==> src/rtl/mem_access_sequencer.sv <==
// Load/store sequencer: drives a ready-handshaked data memory, stalls the core and aligns/extends load data.
// Optional request watchdog is compiled in with MEM_TIMEOUT_WATCHDOG_EN.
module mem_access_sequencer #(
  parameter int unsigned ADDR_W         = 32,
  parameter int unsigned TIMEOUT_CYCLES = 16
) (
  input  logic              clk,
  input  logic              n_rst,
  input  logic              instr_valid,
  input  logic [5:0]        cuOP,
  input  logic [ADDR_W-1:0] addr,
  input  logic [31:0]       store_data,
  input  logic [4:0]        rd,
  output logic              mem_req,
  output logic              mem_we,
  output logic [ADDR_W-1:0] mem_addr,
  output logic [3:0]        mem_be,
  output logic [31:0]       mem_wdata,
  input  logic              mem_ready,
  input  logic [31:0]       mem_rdata,
  output logic              stall,
  output logic              rf_we,
  output logic [4:0]        rf_waddr,
  output logic [31:0]       rf_wdata,
  output logic              misaligned,
  output logic              bus_err
);

  localparam int unsigned OP_W   = 6;
  localparam int unsigned DATA_W = 32;

  localparam logic [OP_W-1:0] OP_LB  = OP_W'(10);
  localparam logic [OP_W-1:0] OP_LH  = OP_W'(11);
  localparam logic [OP_W-1:0] OP_LW  = OP_W'(12);
  localparam logic [OP_W-1:0] OP_LBU = OP_W'(13);
  localparam logic [OP_W-1:0] OP_LHU = OP_W'(14);
  localparam logic [OP_W-1:0] OP_SB  = OP_W'(15);
  localparam logic [OP_W-1:0] OP_SH  = OP_W'(16);
  localparam logic [OP_W-1:0] OP_SW  = OP_W'(17);

  typedef enum logic [1:0] {IDLE, REQ, RESP} state_t;

  state_t            state;
  logic [OP_W-1:0]   op_q;
  logic [1:0]        off_q;
  logic [4:0]        rd_q;

  logic              op_byte, op_half, op_word, op_store;
  logic              op_mem, op_aligned, go, op_q_load, timeout;
  logic [3:0]        be_n;
  logic [DATA_W-1:0] wdata_n, load_data;
  logic [7:0]        lane_byte;
  logic [15:0]       lane_half;

  // Opcode decode into access size and direction
  always_comb begin
    op_byte  = 1'b0;
    op_half  = 1'b0;
    op_word  = 1'b0;
    op_store = 1'b0;
    case (cuOP)
      OP_LB, OP_LBU: op_byte = 1'b1;
      OP_LH, OP_LHU: op_half = 1'b1;
      OP_LW:         op_word = 1'b1;
      OP_SB: begin op_byte = 1'b1; op_store = 1'b1; end
      OP_SH: begin op_half = 1'b1; op_store = 1'b1; end
      OP_SW: begin op_word = 1'b1; op_store = 1'b1; end
      default: ;
    endcase
  end

  assign op_mem     = instr_valid & (op_byte | op_half | op_word);
  assign op_aligned = op_byte | (op_half & ~addr[0]) | (op_word & (addr[1:0] == 2'b00));
  assign go         = (state == IDLE) & op_mem & op_aligned;
  assign misaligned = (state == IDLE) & op_mem & ~op_aligned;
  assign stall      = go | (state == REQ);

  // Store lane steering: replicate narrow data so every enabled lane carries it
  always_comb begin
    be_n    = 4'b1111;
    wdata_n = store_data;
    if (op_byte) begin
      be_n    = 4'b0001 << addr[1:0];
      wdata_n = {4{store_data[7:0]}};
    end else if (op_half) begin
      be_n    = addr[1] ? 4'b1100 : 4'b0011;
      wdata_n = {2{store_data[15:0]}};
    end
  end

  // Load lane select and extension, using the offset captured at issue
  always_comb begin
    case (off_q)
      2'd0:    lane_byte = mem_rdata[7:0];
      2'd1:    lane_byte = mem_rdata[15:8];
      2'd2:    lane_byte = mem_rdata[23:16];
      default: lane_byte = mem_rdata[31:24];
    endcase
    lane_half = off_q[1] ? mem_rdata[31:16] : mem_rdata[15:0];
    load_data = mem_rdata;
    case (op_q)
      OP_LB:   load_data = {{24{lane_byte[7]}}, lane_byte};
      OP_LBU:  load_data = {24'h0, lane_byte};
      OP_LH:   load_data = {{16{lane_half[15]}}, lane_half};
      OP_LHU:  load_data = {16'h0, lane_half};
      default: ;
    endcase
  end

  assign op_q_load = (op_q >= OP_LB) && (op_q <= OP_LHU);

`ifdef MEM_TIMEOUT_WATCHDOG_EN
  localparam int unsigned CNT_W = $clog2(TIMEOUT_CYCLES) + 1;

  logic [CNT_W-1:0] wd_cnt;
  logic             bus_err_q;

  assign timeout = ~mem_ready & (wd_cnt == CNT_W'(TIMEOUT_CYCLES - 1));
  assign bus_err = bus_err_q;

  // Wait counter restarts whenever the FSM is outside REQ
  always_ff @(posedge clk or negedge n_rst) begin
    if (!n_rst) begin
      wd_cnt    <= '0;
      bus_err_q <= 1'b0;
    end else begin
      bus_err_q <= (state == REQ) & timeout;
      if (state != REQ)
        wd_cnt <= '0;
      else if (!mem_ready)
        wd_cnt <= wd_cnt + CNT_W'(1);
    end
  end
`else
  logic [31:0] timeout_unused;

  assign timeout_unused = 32'(TIMEOUT_CYCLES);
  assign timeout        = 1'b0;
  assign bus_err        = 1'b0;
`endif

  // Sequencer: issue, hold request until ready (or watchdog), then one write-back cycle
  always_ff @(posedge clk or negedge n_rst) begin
    if (!n_rst) begin
      state     <= IDLE;
      op_q      <= '0;
      off_q     <= '0;
      rd_q      <= '0;
      mem_req   <= 1'b0;
      mem_we    <= 1'b0;
      mem_addr  <= '0;
      mem_be    <= '0;
      mem_wdata <= '0;
      rf_we     <= 1'b0;
      rf_waddr  <= '0;
      rf_wdata  <= '0;
    end else begin
      case (state)
        IDLE: begin
          if (go) begin
            state     <= REQ;
            op_q      <= cuOP;
            off_q     <= addr[1:0];
            rd_q      <= rd;
            mem_req   <= 1'b1;
            mem_we    <= op_store;
            mem_addr  <= {addr[ADDR_W-1:2], 2'b00};
            mem_be    <= be_n;
            mem_wdata <= wdata_n;
          end
        end
        REQ: begin
          if (mem_ready || timeout) begin
            state     <= RESP;
            mem_req   <= 1'b0;
            mem_we    <= 1'b0;
            mem_addr  <= '0;
            mem_be    <= '0;
            mem_wdata <= '0;
            if (mem_ready && op_q_load) begin
              rf_we    <= (rd_q != 5'd0);
              rf_waddr <= rd_q;
              rf_wdata <= load_data;
            end
          end
        end
        RESP: begin
          state    <= IDLE;
          rf_we    <= 1'b0;
          rf_waddr <= '0;
          rf_wdata <= '0;
        end
        default: state <= IDLE;
      endcase
    end
  end

endmodule

==> config.mk <==
export PLATFORM = sky130hd
export DESIGN_NAME = mem_access_sequencer
export DESIGN_NICKNAME = d
export VERILOG_FILES = /design/src/rtl/mem_access_sequencer.sv
export SDC_FILE = /design/constraint.sdc
export NUM_CORES = 1
export LEC_CHECK = 0
export BUFFER_PORTS_ARGS = -buffer_cell sky130_fd_sc_hd__buf_2
export CAP_MARGIN = 15
export CORE_UTILIZATION = 54
export DETAILED_ROUTE_END_ITERATION = 12
export GPL_TIMING_DRIVEN = 0
export PLACE_DENSITY = 0.82
export SETUP_SLACK_MARGIN = 0.15
export SYNTH_ARGS = -nofsm -noshare
export SYNTH_HDL_FRONTEND = slang
export SYNTH_SLANG_ARGS = --single-unit
==> constraint.sdc <==
create_clock -name clk -period 5.2 [get_ports clk]
set_input_delay 0.78 -clock clk [delete_from_list [all_inputs] [get_ports clk]]
set_output_delay 0.78 -clock clk [all_outputs]
set_load 0.01 [all_outputs]
==> parameters.txt <==
Parameter                              Value

Final layout
  Antenna Diode Count    0
  Count of nets after finishing    just under 1000
  Area Growth Syn to Fin    30.0%
  Share of layout cells above drive strength 1    0.315
  Filler instances    837
  Cell area after layout    roughly 0.0080 mm^2
  Area of combinational cells with multiple inputs    0.00273 mm^2
  Area occupied by registers    roughly 0.0030 mm^2

Routing
  Routed wire per std cell    18.3 um
  Number of vias after detailed routing    5899
  Wirelength, routed    between 15000 and 20000 um
  Number of vias per cell after detailed routing    5.73
  # DRC    0
  First-pass detailed-route iteration total    6
  Detail Route Antenna Nets    0
  Number of DRC markers in iteration 0    464

Yosys
  Register bit count reported by yosys    121
  Synth warnings    0
  Mean cell area of the mapped netlist    between 9 and 10 um^2
  Area fraction of the dominant cell type after synthesis    0.491
  Number of distinct library cells after synthesis    49
  Number of instances in the synthesized netlist    638
  Dominant cell by count in the synthesized netlist    dfrtp_1
  Synthesized cell area    between 0.006 and 0.007 mm^2
  Cell accounting for the most synthesized area    dfrtp_1
  Count of flip-flops with a built-in enable after synthesis    0
  Post-synthesis async set-or-reset flop share    1.00
  Ranking of synthesized cells by area    dfrtp_1 (49%), mux2i_1 (13%), nand2_1 (7.0%)
  Most frequent cells after synthesis    dfrtp_1 (121), nand2_1 (115), mux2i_1 (82), inv_1 (45), o21ai_0 (45)
  Most instantiated flip-flop cell in the synthesis netlist    dfrtp_1
  Sequential area share after synthesis    0.491

Setup path
  Critical Path Start Type    input pin
  Kind of end point of the critical path    primary output
  Type of the setup path with the least slack    in -> out
  Arr. time, crit path    approximately 2800 ps
  Startpoint of the most critical register-to-register path    state[1]$_DFFE_PN0P_
  Worst Path Max Fanout    10
  CP startpoint    cuOP[1]
  Worst endpoint required time    4420 ps

CTS
  CTS clk-pin slew, worst paths    60 ps
  Clock root buffer    clkbuf_16
  Insertion delay of the later-clocked pin in the worst-skew pair    400 ps
  TritonCTS buffer count    17
  Number of buffers inserted to repair setup after CTS    0
  TritonCTS clock tree    done
  Number of resized instances in the post-cts repair step    0
  Buffer levels on the longest clock path    2
  CTS Hold Buffers Added    0
  Clock Sinks    121
  CTS H-tree lvls    4

Die
  Die outline area    0.0119 mm^2
  Chip height    between 100 and 150 um
  Die Width    109 um
  Core Footprint    roughly 0.011 mm^2
  # rows    38
  Initial core utilization    0.562
  I/O pin count    222

Power and ir drop
  Register share of total power    0.415
  Fraction of power consumed by the clock network    0.424
  Combinational share of power    0.161
  Internal    approximately 1.9 mW
  Leakage power    4.72 nW
  Net switching power    0.705 mW
  Highest ir drop seen on vdd    approximately 220 uV
  Power density normalized to cell area    between 300 and 400 mW/mm^2
  Final Total Pwr    2.56 mW
  Switching part of the total power    0.275

Placement
  Placed inst area    0.00748 mm^2
  Post-DP HPWL    13900 um
  # port buffers    218
  Placer congestion estimate    0.924

STA
  Count of final setup violators    0
  Worst slew pin tran    751 ps
  Fmax achieved    around 280 MHz
  Share of the cycle needed by the critical path after routing    0.684
  Final hold violation count    0
  RSZ-0062 raised after global routing    no
  Accumulated negative setup slack    0 ps
  Setup Skew    between 8 and 9 ps
  Final max-slew violation count    0
  Min Tclk post-route    roughly 3600 ps
  Worst slew margin relative to its limit    0.499

GRT
  Initial antenna violation count    0
  Vias in the first global route    5858
  First-pass GRT wire length    29200 um
  All-Layer GR Usage    0.326
  Largest net degree at the start of global routing    85
  Grt ovf    0

Min path
  Classification of the worst-slack hold path    in -> async

Flow run
  Number of max-cap violations    0

Run status
  Status    finished, final reports clean
==> flip-flops by register name, indices dropped and copies added, names as in the netlist <==
signal and count:
rf_we 1, mem_req 1, rd_q 5, rf_waddr 5, mem_be 4, state 2, mem_addr 30, rf_wdata 32
mem_we 1, off_q 2, mem_wdata 32, op_q 6
==> critical path, stage by stage <==
cell      delay, ps
buf_2           140
or4b_4          550
a211o_1         420
a31oi_2         210
o211ai_1        130
buf_6           190
buf_6           150
nand2_1          60
buf_2           130
==> cell usage in the layout (no fill, tap or decap), types with 3 or more instances in the layout <==
master	n
mux2_1	3
o221ai_1	6
dfrtp_1	121
clkinvlp_4	4
conb_1	3
a21boi_0	9
nor3_1	10
o21ai_0	45
nand2_1	115
a22o_1	13
clkbuf_16	17
nor2_1	41
a311oi_1	9
and2_1	3
clkbuf_1	30
a21oi_1	26
nand3b_1	3
nand2b_1	4
mux2_2	8
inv_1	45
o21ai_1	3
buf_1	3
buf_4	4
buf_2	219
o21a_1	7
a22oi_1	6
buf_6	9
a211o_1	3
clkinv_2	5
mux2i_1	82
==> cells by family (layout without fill, tap and decap cells) <==
family / Yosys count / count (layout) / share of synthesized area
AO/OA/AOI/OAI: 138 / 138 / 0.146
other: 1 / 3 / 0.000608
flip-flops: 121 / 121 / 0.491
buffers and inverters: 91 / 341 / 0.0680
multiplexers: 94 / 94 / 0.157
XOR/XNOR: 1 / 1 / 0.00142
AND/OR/NAND/NOR: 192 / 192 / 0.137
==> power by group through the flow <==
stage | clock (mW) | sequential, mW | combinational, mW
2_1_floorplan | 0 | 1.10 | 0.180
3_3_place_gp | 0 | 1.07 | 0.393
3_5_place_dp | 0 | 1.08 | 0.410
4_1_cts | 1.10 | 1.06 | 0.412
5_1_grt | 1.14 | 1.07 | 0.453
6_report | 1.09 | 1.06 | 0.414
==> area by class of cell <==
cell class                      instances  area share
Timing Repair Buffer                  219       0.140
Inverter                               45      0.0211
Sequential cell                       121       0.377
Clock buffer                           19      0.0552
Multi-Input combinational cell        428       0.340
Buffer                                 46      0.0312
Clock inverter                         12      0.0128
Tap cell                              140      0.0218
==> worst paths after layout <==
| check | endpoint | slack [ps] | cells past startpoint |
|---|---|---|---|
| setup / recovery | stall | 1640 | 9 |
| hold / removal | rf_wdata[2]$_DFFE_PN0P_ | 280 | 1 |
| setup reg to reg | rf_wdata[5]$_DFFE_PN0P_ | 2390 | 7 |
| hold reg to reg | rf_wdata[16]$_DFFE_PN0P_ | 480 | 2 |
| max in group asynchronous | mem_addr[17]$_DFFE_PN0P_ | 4170 | 2 |
| min in group clk | rf_wdata[16]$_DFFE_PN0P_ | 480 | 2 |
==> through the flow <==
step	hold slack [ps]	cells	worst slack, ps	util
detailed placement	460	999	1670	0.681
finish	281	1030	1640	0.730
floorplan	448	640	2070	-
CTS	279	1030	1670	0.730
global placement	455	998	1690	0.678
global route	295	1030	1570	0.730
==> layer usage <==
metal	vias up	share of wire	global-route usage
met1	2863	0.39	0.386
met4	0	0.031	0.163
li1	2667	-	-
met3	45	0.092	0.0962
met5	-	0	0
met2	324	0.48	0.540
(Power assumes the default switching activity.)
